<file path="src/rtl/cookie_pkg.sv">
// Shared constants and state type for the cookie grid loader.
package cookie_pkg;

    localparam int GRID_W = 16;               // cells per row, bits per row word
    localparam int GRID_H = 16;               // rows per frame
    localparam int CELLS  = GRID_W * GRID_H;  // length of the grid load chain

    typedef enum logic [2:0] {
        IDLE,
        LOAD,
        RUN,
        SHOW,
        DONE
    } loader_state_t;

endpackage

</file>
<file path="src/rtl/cookie_loader_row_serializer.sv">
// Parallel-in / serial-out register for one row word, MSB shifted first.
// The serial output is the top flop itself, so it is a registered output,
// and it keeps the last bit once the word has been fully shifted out.
module row_serializer
    import cookie_pkg::*;
#(
    parameter int W  = GRID_W,
    parameter int CW = $clog2(W)
) (
    input  logic          clk,
    input  logic          rst_n,
    input  logic          load,       // capture a new word
    input  logic          shift,      // advance to the next bit
    input  logic          flush,      // drop the current word (abort)
    input  logic [W-1:0]  data,
    input  logic [CW-1:0] bit_cnt,    // index of the bit currently on serial_out
    output logic          serial_out,
    output logic          last_bit,   // current bit is the word's final bit
    output logic          empty       // no word pending
);

    logic [W-1:0] shreg;

    assign last_bit   = (bit_cnt == CW'(W - 1));
    assign serial_out = shreg[W-1];

    // Word register and empty flag; a shift on the last bit empties instead of shifting.
    always_ff @(posedge clk or negedge rst_n) begin
        if (!rst_n) begin
            // NOTE: sequential state uses <= so every flop samples pre-edge values.
            shreg <= '0;
            empty <= 1'b1;
        end else if (flush) begin
            empty <= 1'b1;
        end else if (load) begin
            shreg <= data;
            empty <= 1'b0;
        end else if (shift) begin
            if (last_bit) begin
                empty <= 1'b1;
            end else begin
                shreg <= {shreg[W-2:0], 1'b0};
            end
        end
    end

endmodule

</file>
<file path="src/rtl/cookie_loader.sv">
// Frame sequencer for the cookie life grid: streams 16 row words into the
// grid's load chain, runs a latched number of generations, pulses display,
// then reports frame completion. Every output comes straight from a flop.
module cookie_loader
    import cookie_pkg::loader_state_t, cookie_pkg::IDLE, cookie_pkg::LOAD,
           cookie_pkg::RUN, cookie_pkg::SHOW, cookie_pkg::DONE;
#(
    parameter int GRID_W = cookie_pkg::GRID_W,
    parameter int GRID_H = cookie_pkg::GRID_H,
    parameter int GEN_W  = 8
) (
    input  logic              clk,
    input  logic              rst_n,
    input  logic [GRID_W-1:0] s_data,
    input  logic              s_valid,
    output logic              s_ready,
    input  logic [GEN_W-1:0]  gen_count,
    input  logic              abort,
    output logic              en,
    output logic              run,
    output logic              display,
    output logic              input_bit,
    output logic              busy,
    output logic              frame_done
);

    localparam int BIT_W = $clog2(GRID_W);
    localparam int ROW_W = $clog2(GRID_H);

    loader_state_t    state_q, state_n;
    logic [BIT_W-1:0] bit_cnt_q, bit_cnt_n;
    logic [ROW_W-1:0] rows_left_q, rows_left_n;
    logic [GEN_W-1:0] gen_left_q, gen_left_n;

    logic en_n, run_n, display_n, frame_done_n, s_ready_n, busy_n;
    logic ser_load, ser_shift, ser_flush, ser_last, ser_empty;
    logic accept, load_slot;

    // s_ready is registered, so a handshake is just the two sampled flags.
    assign accept    = s_valid & s_ready;
    // A new word may enter when the shifter is empty or on its last bit,
    // provided rows remain in this frame.
    assign load_slot = (state_q == LOAD) && (rows_left_q != '0) && (ser_empty || ser_last);
    assign busy_n    = (state_n != IDLE);

    row_serializer #(
        .W  (GRID_W),
        .CW (BIT_W)
    ) u_row_serializer (
        .clk        (clk),
        .rst_n      (rst_n),
        .load       (ser_load),
        .shift      (ser_shift),
        .flush      (ser_flush),
        .data       (s_data),
        .bit_cnt    (bit_cnt_q),
        .serial_out (input_bit),
        .last_bit   (ser_last),
        .empty      (ser_empty)
    );

    // Next state, counters and next-cycle output values.
    always_comb begin
        // NOTE: every signal gets a default first so no path can infer a latch.
        state_n      = state_q;
        bit_cnt_n    = bit_cnt_q;
        rows_left_n  = rows_left_q;
        gen_left_n   = gen_left_q;
        ser_load     = 1'b0;
        ser_shift    = 1'b0;
        ser_flush    = 1'b0;
        en_n         = 1'b0;
        run_n        = 1'b0;
        display_n    = 1'b0;
        frame_done_n = 1'b0;
        s_ready_n    = 1'b0;

        if (abort && (state_q != IDLE)) begin
            // Abort beats a same-edge acceptance: the word is never loaded.
            state_n     = IDLE;
            bit_cnt_n   = '0;
            rows_left_n = '0;
            gen_left_n  = '0;
            ser_flush   = 1'b1;
            s_ready_n   = 1'b1;
        end else begin
            unique case (state_q)
                IDLE: begin
                    s_ready_n = 1'b1;
                    if (accept) begin
                        ser_load    = 1'b1;
                        bit_cnt_n   = '0;
                        rows_left_n = ROW_W'(GRID_H - 1);
                        gen_left_n  = gen_count;
                        state_n     = LOAD;
                        en_n        = 1'b1;
                        s_ready_n   = 1'b0;
                    end
                end

                LOAD: begin
                    if (load_slot) begin
                        if (accept) begin
                            ser_load    = 1'b1;
                            bit_cnt_n   = '0;
                            rows_left_n = rows_left_q - ROW_W'(1);
                            en_n        = 1'b1;
                        end else begin
                            // Starved: drain the shifter and keep asking for a word.
                            ser_shift = !ser_empty;
                            bit_cnt_n = '0;
                            s_ready_n = 1'b1;
                        end
                    end else if (!ser_last) begin
                        ser_shift = 1'b1;
                        bit_cnt_n = bit_cnt_q + BIT_W'(1);
                        en_n      = 1'b1;
                        s_ready_n = (bit_cnt_q == BIT_W'(GRID_W - 2)) && (rows_left_q != '0);
                    end else begin
                        // Last bit of row 0 is on the chain this cycle.
                        ser_shift = 1'b1;
                        bit_cnt_n = '0;
                        if (gen_left_q != '0) begin
                            state_n = RUN;
                            en_n    = 1'b1;
                            run_n   = 1'b1;
                        end else begin
                            state_n   = SHOW;
                            display_n = 1'b1;
                        end
                    end
                end

                RUN: begin
                    // gen_left_q counts the current run cycle too.
                    if (gen_left_q > GEN_W'(1)) begin
                        gen_left_n = gen_left_q - GEN_W'(1);
                        en_n       = 1'b1;
                        run_n      = 1'b1;
                    end else begin
                        gen_left_n = '0;
                        state_n    = SHOW;
                        display_n  = 1'b1;
                    end
                end

                SHOW: begin
                    state_n      = DONE;
                    frame_done_n = 1'b1;
                end

                DONE: begin
                    state_n   = IDLE;
                    s_ready_n = 1'b1;
                end

                default: begin
                    state_n = IDLE;
                end
            endcase
        end
    end

    // State, counters and registered outputs.
    always_ff @(posedge clk or negedge rst_n) begin
        if (!rst_n) begin
            state_q     <= IDLE;
            bit_cnt_q   <= '0;
            rows_left_q <= '0;
            gen_left_q  <= '0;
            en          <= 1'b0;
            run         <= 1'b0;
            display     <= 1'b0;
            frame_done  <= 1'b0;
            s_ready     <= 1'b0;
            busy        <= 1'b0;
        end else begin
            state_q     <= state_n;
            bit_cnt_q   <= bit_cnt_n;
            rows_left_q <= rows_left_n;
            gen_left_q  <= gen_left_n;
            en          <= en_n;
            run         <= run_n;
            display     <= display_n;
            frame_done  <= frame_done_n;
            s_ready     <= s_ready_n;
            busy        <= busy_n;
        end
    end

endmodule
</file>
<file path="config.mk">
export PLATFORM = sky130hd
export DESIGN_NAME = cookie_loader
export DESIGN_NICKNAME = d
export VERILOG_FILES = /design/src/rtl/cookie_pkg.sv /design/src/rtl/cookie_loader_row_serializer.sv /design/src/rtl/cookie_loader.sv
export SDC_FILE = /design/constraint.sdc
export NUM_CORES = 1
export LEC_CHECK = 0
export BUFFER_PORTS_ARGS = -buffer_cell sky130_fd_sc_hd__buf_2
export CORE_MARGIN = 3
export CORE_UTILIZATION = 45
export DETAILED_ROUTE_END_ITERATION = 16
export GPL_TIMING_DRIVEN = 0
export PLACE_DENSITY = 0.65
export SYNTH_ARGS = -nofsm -noshare
export SYNTH_HDL_FRONTEND = slang
export SYNTH_SLANG_ARGS = --single-unit
</file>
<file path="constraint.sdc">
create_clock -name clk -period 3 [get_ports clk]
set_clock_uncertainty 0.1 [all_clocks]
set_input_delay 0.3 -clock clk [delete_from_list [all_inputs] [get_ports clk]]
set_output_delay 0.3 -clock clk [all_outputs]
set_load 0.05 [all_outputs]
</file>
== Word-level counts from Yosys, hierarchy flattened ==
Cells that the tools add are included.

* Eq/ne operators: 10
* Mux-type cells: 60
* Order comparisons: 1
* Shift-type cells: 0
* Add/subtract/negate cells: 3
* Div/mod/pow operators: 0
* Reduce and logical (&&, ||, !) cells: 21
* Bitwise gates (word level): 2
* Multipliers: 0

{| class="wikitable"
|+ Operators by type and width
! kind !! count
|-
| 16-bit 2-to-1 mux || 3
|-
| 1-bit 2-to-1 mux || 32
|-
| 4-bit 2-to-1 mux || 8
|-
| 8-bit 2-to-1 mux || 3
|-
| 3-bit nonzero test || 6
|-
| 4-bit case mux with 2 select lines || 2
|-
| 8-bit case mux with 2 select lines || 1
|-
| 3-bit 2-to-1 mux || 5
|-
| 3-bit case mux with 4 select lines || 1
|-
| 4-bit == test, second input constant || 2
|-
| 8-bit by 1-bit > comparator with 1-bit output, second input constant || 1
|-
| 8-bit nonzero test || 1
|-
| 8-bit by 1-bit subtractor with 8-bit output, second input constant || 1
|-
| 3-bit by 2-bit == test with 1-bit output, second input constant || 2
|-
| 3-bit by 2-bit != test with 1-bit output, second input constant || 2
|-
| 1-bit case mux with 2 select lines || 3
|-
| 1-bit case mux with 3 select lines || 2
|-
| 2-bit AND reduction || 3
|-
| 4-bit by 1-bit adder with 4-bit output, second input constant || 1
|-
| 1-bit logical AND || 4
|-
| 4-bit AND reduction || 1
|-
| 4-bit nonzero test || 1
|-
| 4-bit by 1-bit subtractor with 4-bit output, second input constant || 1
|-
| 3-bit by 1-bit == test with 1-bit output, second input constant || 1
|-
| 10 further kinds || 10
|}

* Memory bits (read-only): 0
* Word-level logic and storage cells: 109
* Bits in latches: 0
* Memory bits (writable): 0
* Register bits after elaboration: 42
* Memories: 0
* Input bits: 28
* Output and inout port bits: 7

== Longest topological paths before layout ==
* Word-level depth: 9
* Depth in mapped cells: 8
* Depth with buffers taken out: 6

== Hierarchy ==
From an unflattened synthesis, not the netlist that was laid out.

* Cells, all modules: 278
* Area, all modules: 2587.5 sq um

{| class="wikitable"
|+ By module, submodules not included
! module !! cells each !! instances !! seq. area each (sq um) !! area an instance (sq um)
|-
| cookie_loader || 178 || 1 || 625.6 || 1601.5
|-
| row_serializer || 100 || 1 || 426.7 || 985.9
|}

== Worst setup path after synthesis ==
Ideal clock, no wire load.

* Path type: register to register
* Start: reg rows_left_q[0]
* End: reg u_row_serializer.shreg[10]
* Setup slack: 0.503 ns
* Data required time: 2.772 ns
* Data arrival time: 2.269 ns
* Setup time: 0.128 ns
* Period minus slack after synthesis: 2.497 ns
* Stages on the path, launching flop included: 9
* Path buffers: 2
* Cell sequence: dfrtp_1 inv_1 ha_1 or3b_1 clkbuf_1 a211oi_4 buf_4 mux2_1 mux2_1

* Word-level cells in the longest chain between the ends: 8
* Elaborated cells between the ends (all ways): 13
* Those cells by class: eq/ne: 1; mux: 7; reduce/logical: 5

{| class="wikitable"
|+ RTL lines
! item !! RTL line !! text
|-
| start, declared || cookie_loader.sv:32 || <nowiki>logic [ROW_W-1:0] rows_left_q, rows_left_n;</nowiki>
|-
| start signal, assigned || cookie_loader.sv:180 || <nowiki>rows_left_q <= rows_left_n;</nowiki>
|-
| 4-bit nonzero test (*) || cookie_loader.sv:43 || <nowiki>assign load_slot = (state_q == LOAD) && (rows_left_q != '0) && (ser_empty || ser_last);</nowiki>
|-
| 1-bit logical AND (*) (2 in series) || cookie_loader.sv:43 ||
|-
| 1-bit 2-to-1 mux || cookie_loader.sv:102 || <nowiki>if (load_slot) begin</nowiki>
|-
| 1-bit case mux with 2 select lines / 1-bit 2-to-1 mux (equally long branches) || cookie_loader.sv:87 || <nowiki>unique case (state_q)</nowiki>
|-
| 1-bit 2-to-1 mux || cookie_loader.sv:78 || <nowiki>if (abort && (state_q != IDLE)) begin</nowiki>
|-
| 2-bit != test (no source line) / 2-bit nonzero test (equally long branches) || -- ||
|-
| 3-bit AND reduction (no source line) || -- ||
|-
| end signal, assigned || cookie_loader_row_serializer.sv:36 || <nowiki>shreg <= data;</nowiki>
|-
| end signal, assigned || cookie_loader_row_serializer.sv:42 || <nowiki>shreg <= {shreg[W-2:0], 1'b0};</nowiki>
|-
| end, declared || cookie_loader_row_serializer.sv:22 || <nowiki>logic [W-1:0] shreg;</nowiki>
|}

Mark *: on every way between the ends. The rest lies on a longest branch, timed or not.
A chain may end at the register's enable or synchronous reset.

== Worst setup path after layout ==
* Start: reg rows_left_q[0]
* End: reg u_row_serializer.shreg[8]

The elaborated chain is that of the path after synthesis.

==> impl_results.md <==
* Status: completed
* Instance count of the mapped netlist at 233
* WL final at 5243 microns
* RSZ-0062 raised after global routing: false
* Max H-tree Level at 2
* Fin. Hold Viols at 0
* Peak VDD IR at 0.3614 mV
* Layout area overhead at 14.03%
* Resize count post-CTS at 0
* First-pass DRT Iterations at 4
* Vias in the first global route at 1946
* Fin util at 0.5346
* Final setup fails at 0
* First-pass GRT wire length at 8942 microns
* Initial antenna violation count at 0
* Hpwl dp at 3821 microns
* Routed Antenna Nets at 0
* Shortest period the worst path allows at 2750 ps
* Final instance area at 0.002765 sq mm
* Cell Area, Synth at 0.002425 sq mm
* Number of synthesized register bits at 42
* CP required at 3090 ps
* Ant diodes at 0
* Total power at 2.541 mW
* CTS Root Cell: clkbuf_8
* Vias/cell at 5.684
* Setup Fix Bufs, Post-CTS at 0
* GR Overflow Total at 0
* Register area at 0.001052 sq mm
* Reg power frac at 0.383
* Leak pwr at 1.171 nW
* Critical path class: flop to flop
* Hold Crit Class: input pin to asynchronous set/reset pin
* # Max-Cap Violations at 0
* Hold Buf Count CTS at 0
* Chip height at 79.41 microns
* Final net count at 308
* Clk sinks at 42
* Syn_area_per_cell at approximately 10 sq um
* Comb power frac at 0.478
* Port Buf Inserts at 34
* Layout cell share with drive strength beyond 1 at 0.2036
* Net count after synthesis at around 270
* Filler Cell Count at 491
* Initial Utilization at 0.4688
* Total GRT Usage at 0.1798
* Reg clk slew, reported paths at 80 ps
* Crit. End Element: flop
* Die Wd at just under 80 microns
* DRC errors left at 0
* Initial DRC count at around 110
* Internal Power at approximately 1.5 mW
* I/O Pins at 35
* CTS tree: done
* PwrDens at 918.9 mW/mm^2
* FF-to-FF Start: rows_left_q[0]
* Clock share of power at 0.139
* EDFF count, synth at 0
* Die footprint at roughly 0.0063 sq mm
* Area of the multi-input gates at 0.001281 sq mm
* Largest net degree at the start of global routing at 43
* Crit path max fanout at 10
* Synth warnings at 0
* Via Count at 1961
* Final Max Tran Viols at 0
* Worst setup SP type: flop
* Rows at 26
* Post-synthesis sequential area ratio at 0.4340
* Worst-Margin Slew at around 1000 ps
* Max Clock Freq at 0.3637 GHz
* Switching portion of total power at 0.4172
* Final worst setup slack at 250.4 ps
* FFs w/ async S/R, synth at 1.000
* Worst R2R Setup Slack at 250 ps
* Wire length per cell at around 15 microns
* Placed Area at 0.002683 sq mm
* TNS Setup at 0 ps
* Switching pwr at 1.060 mW
* Dominant synthesized flop cell: dfrtp_1
* Clk_lat worst skew at 300 ps
* Yosys cell types at 59
* Final estimated routing congestion in global placement at about 0.85
* CTS Buf Count at 5
* Pre-CTS setup slack at between 200 and 300 ps
* Max Buffers Root-to-Sink at 2
* Core area at 0.005172 sq mm
* Critical path startpoint: rows_left_q[0]
* Max transition margin at 0.3034
* Fin crit share at 0.9165
* CP arrival at 2840 ps
[state kept, by name, summed over array words and instances (netlist names), 3 cells and up]
signal and cells:
u_row_serializer.shreg 16, gen_left_q 8, bit_cnt_q 4, rows_left_q 4, state_q 3
[power groups by stage]
stage,logic (mW),clock network [mW],registers [mW]
2_1_floorplan,0.874,0,1.03
3_3_place_gp,1.19,0,0.974
3_5_place_dp,1.21,0,0.980
4_1_cts,1.22,0.369,0.969
5_1_grt,1.36,0.380,1.01
6_report,1.21,0.354,0.972
[layout by cell type, fill, tap and decap left out, drive strengths merged, types with 4 or more instances in the layout]
cell type | Yosys | layout
nand2 | 17 | 17
mux2 | 26 | 26
clkbuf | 8 | 14
dfrtp | 41 | 41
or4 | 5 | 5
o31ai | 4 | 4
nand3 | 7 | 7
ha | 6 | 6
o21ai | 11 | 11
a211oi | 5 | 5
inv | 10 | 10
nor3 | 8 | 8
a21oi | 10 | 10
buf | 4 | 38
nor2 | 11 | 11
[metal layers]
layer  GRT usage  routed length, microns
met1      0.2533                    2598
met2      0.2786                    2344
met3     0.03612                     223
met4     0.05670                      76
met5           0                       0
[through the flow]
step	hold slack [ps]	std cells
6_report	35.98	345
5_1_grt	106.9	345
4_1_cts	76.03	345
3_5_place_dp	405.3	337
3_3_place_gp	395.4	337
2_1_floorplan	-95.59	233
[worst max-delay path, stage by stage (launching register included)]
cell	delay (ps)
dfrtp_1	390
inv_1	80
ha_1	200
or3b_1	350
clkbuf_1	230
a211oi_4	390
buf_4	260
mux2_1	340
mux2_1	290
[worst paths after layout]
check,end,depth (start not counted)
min in group clk,u_row_serializer.shreg[8],2
max,u_row_serializer.shreg[8],8
max in group asynchronous,gen_left_q[7],1
max reg2reg,u_row_serializer.shreg[8],8
min reg2reg,u_row_serializer.shreg[0],2
min,u_row_serializer.shreg[12],1
[cell type report]
cell class,instances,share of cell area
Tap cell,70,0.03167
Clock inverter,2,0.003620
Multi-Input combinational cell,169,0.4633
Buffer,12,0.01946
Inverter,10,0.01357
Clock buffer,6,0.02624
Sequential cell,42,0.3805
Timing Repair Buffer,34,0.06154
[cell usage after synthesis (2+ instances only)]
| library cell | n | area, sq um |
|---|---|---|
| dfrtp_1 | 41 | 1026 |
| nor3b_1 | 3 | 22.52 |
| o31a_1 | 3 | 26.28 |
| a311oi_1 | 2 | 17.52 |
| buf_4 | 2 | 15.01 |
| a211oi_1 | 4 | 30.03 |
| a21oi_1 | 10 | 50.05 |
| nor4b_1 | 2 | 17.52 |
| and2_1 | 3 | 18.77 |
| nand3_1 | 7 | 35.03 |
| mux2_4 | 2 | 30.03 |
| or4_1 | 5 | 37.54 |
| o32ai_1 | 2 | 17.52 |
| o211ai_1 | 3 | 22.52 |
| nor2_1 | 10 | 37.54 |
| a31o_2 | 3 | 26.28 |
| or3_1 | 2 | 12.51 |
| a2bb2oi_1 | 2 | 17.52 |
| o221a_1 | 2 | 22.52 |
| nand2_1 | 17 | 63.81 |
| a31oi_1 | 3 | 18.77 |
| nand2b_1 | 2 | 12.51 |
| and3_1 | 2 | 12.51 |
| ha_1 | 6 | 75.07 |
| o31ai_1 | 4 | 30.03 |
| nor3_1 | 8 | 40.04 |
| inv_1 | 10 | 37.54 |
| o21ai_0 | 10 | 50.05 |
| mux2_1 | 24 | 270.3 |
| a21o_1 | 2 | 15.01 |
| clkbuf_1 | 8 | 30.03 |
| or3b_1 | 2 | 17.52 |
[kinds of logic after synthesis]
logic type,after synthesis,synth area share
and+or+nand+nor,69,0.1595
AOI/OAI and AO/OA,66,0.2059
muxes,27,0.1280
adders and majority gates,7,0.03509
buffers and inverters,22,0.03766
DFF,42,0.4340
(Power assumes the default switching activity.)
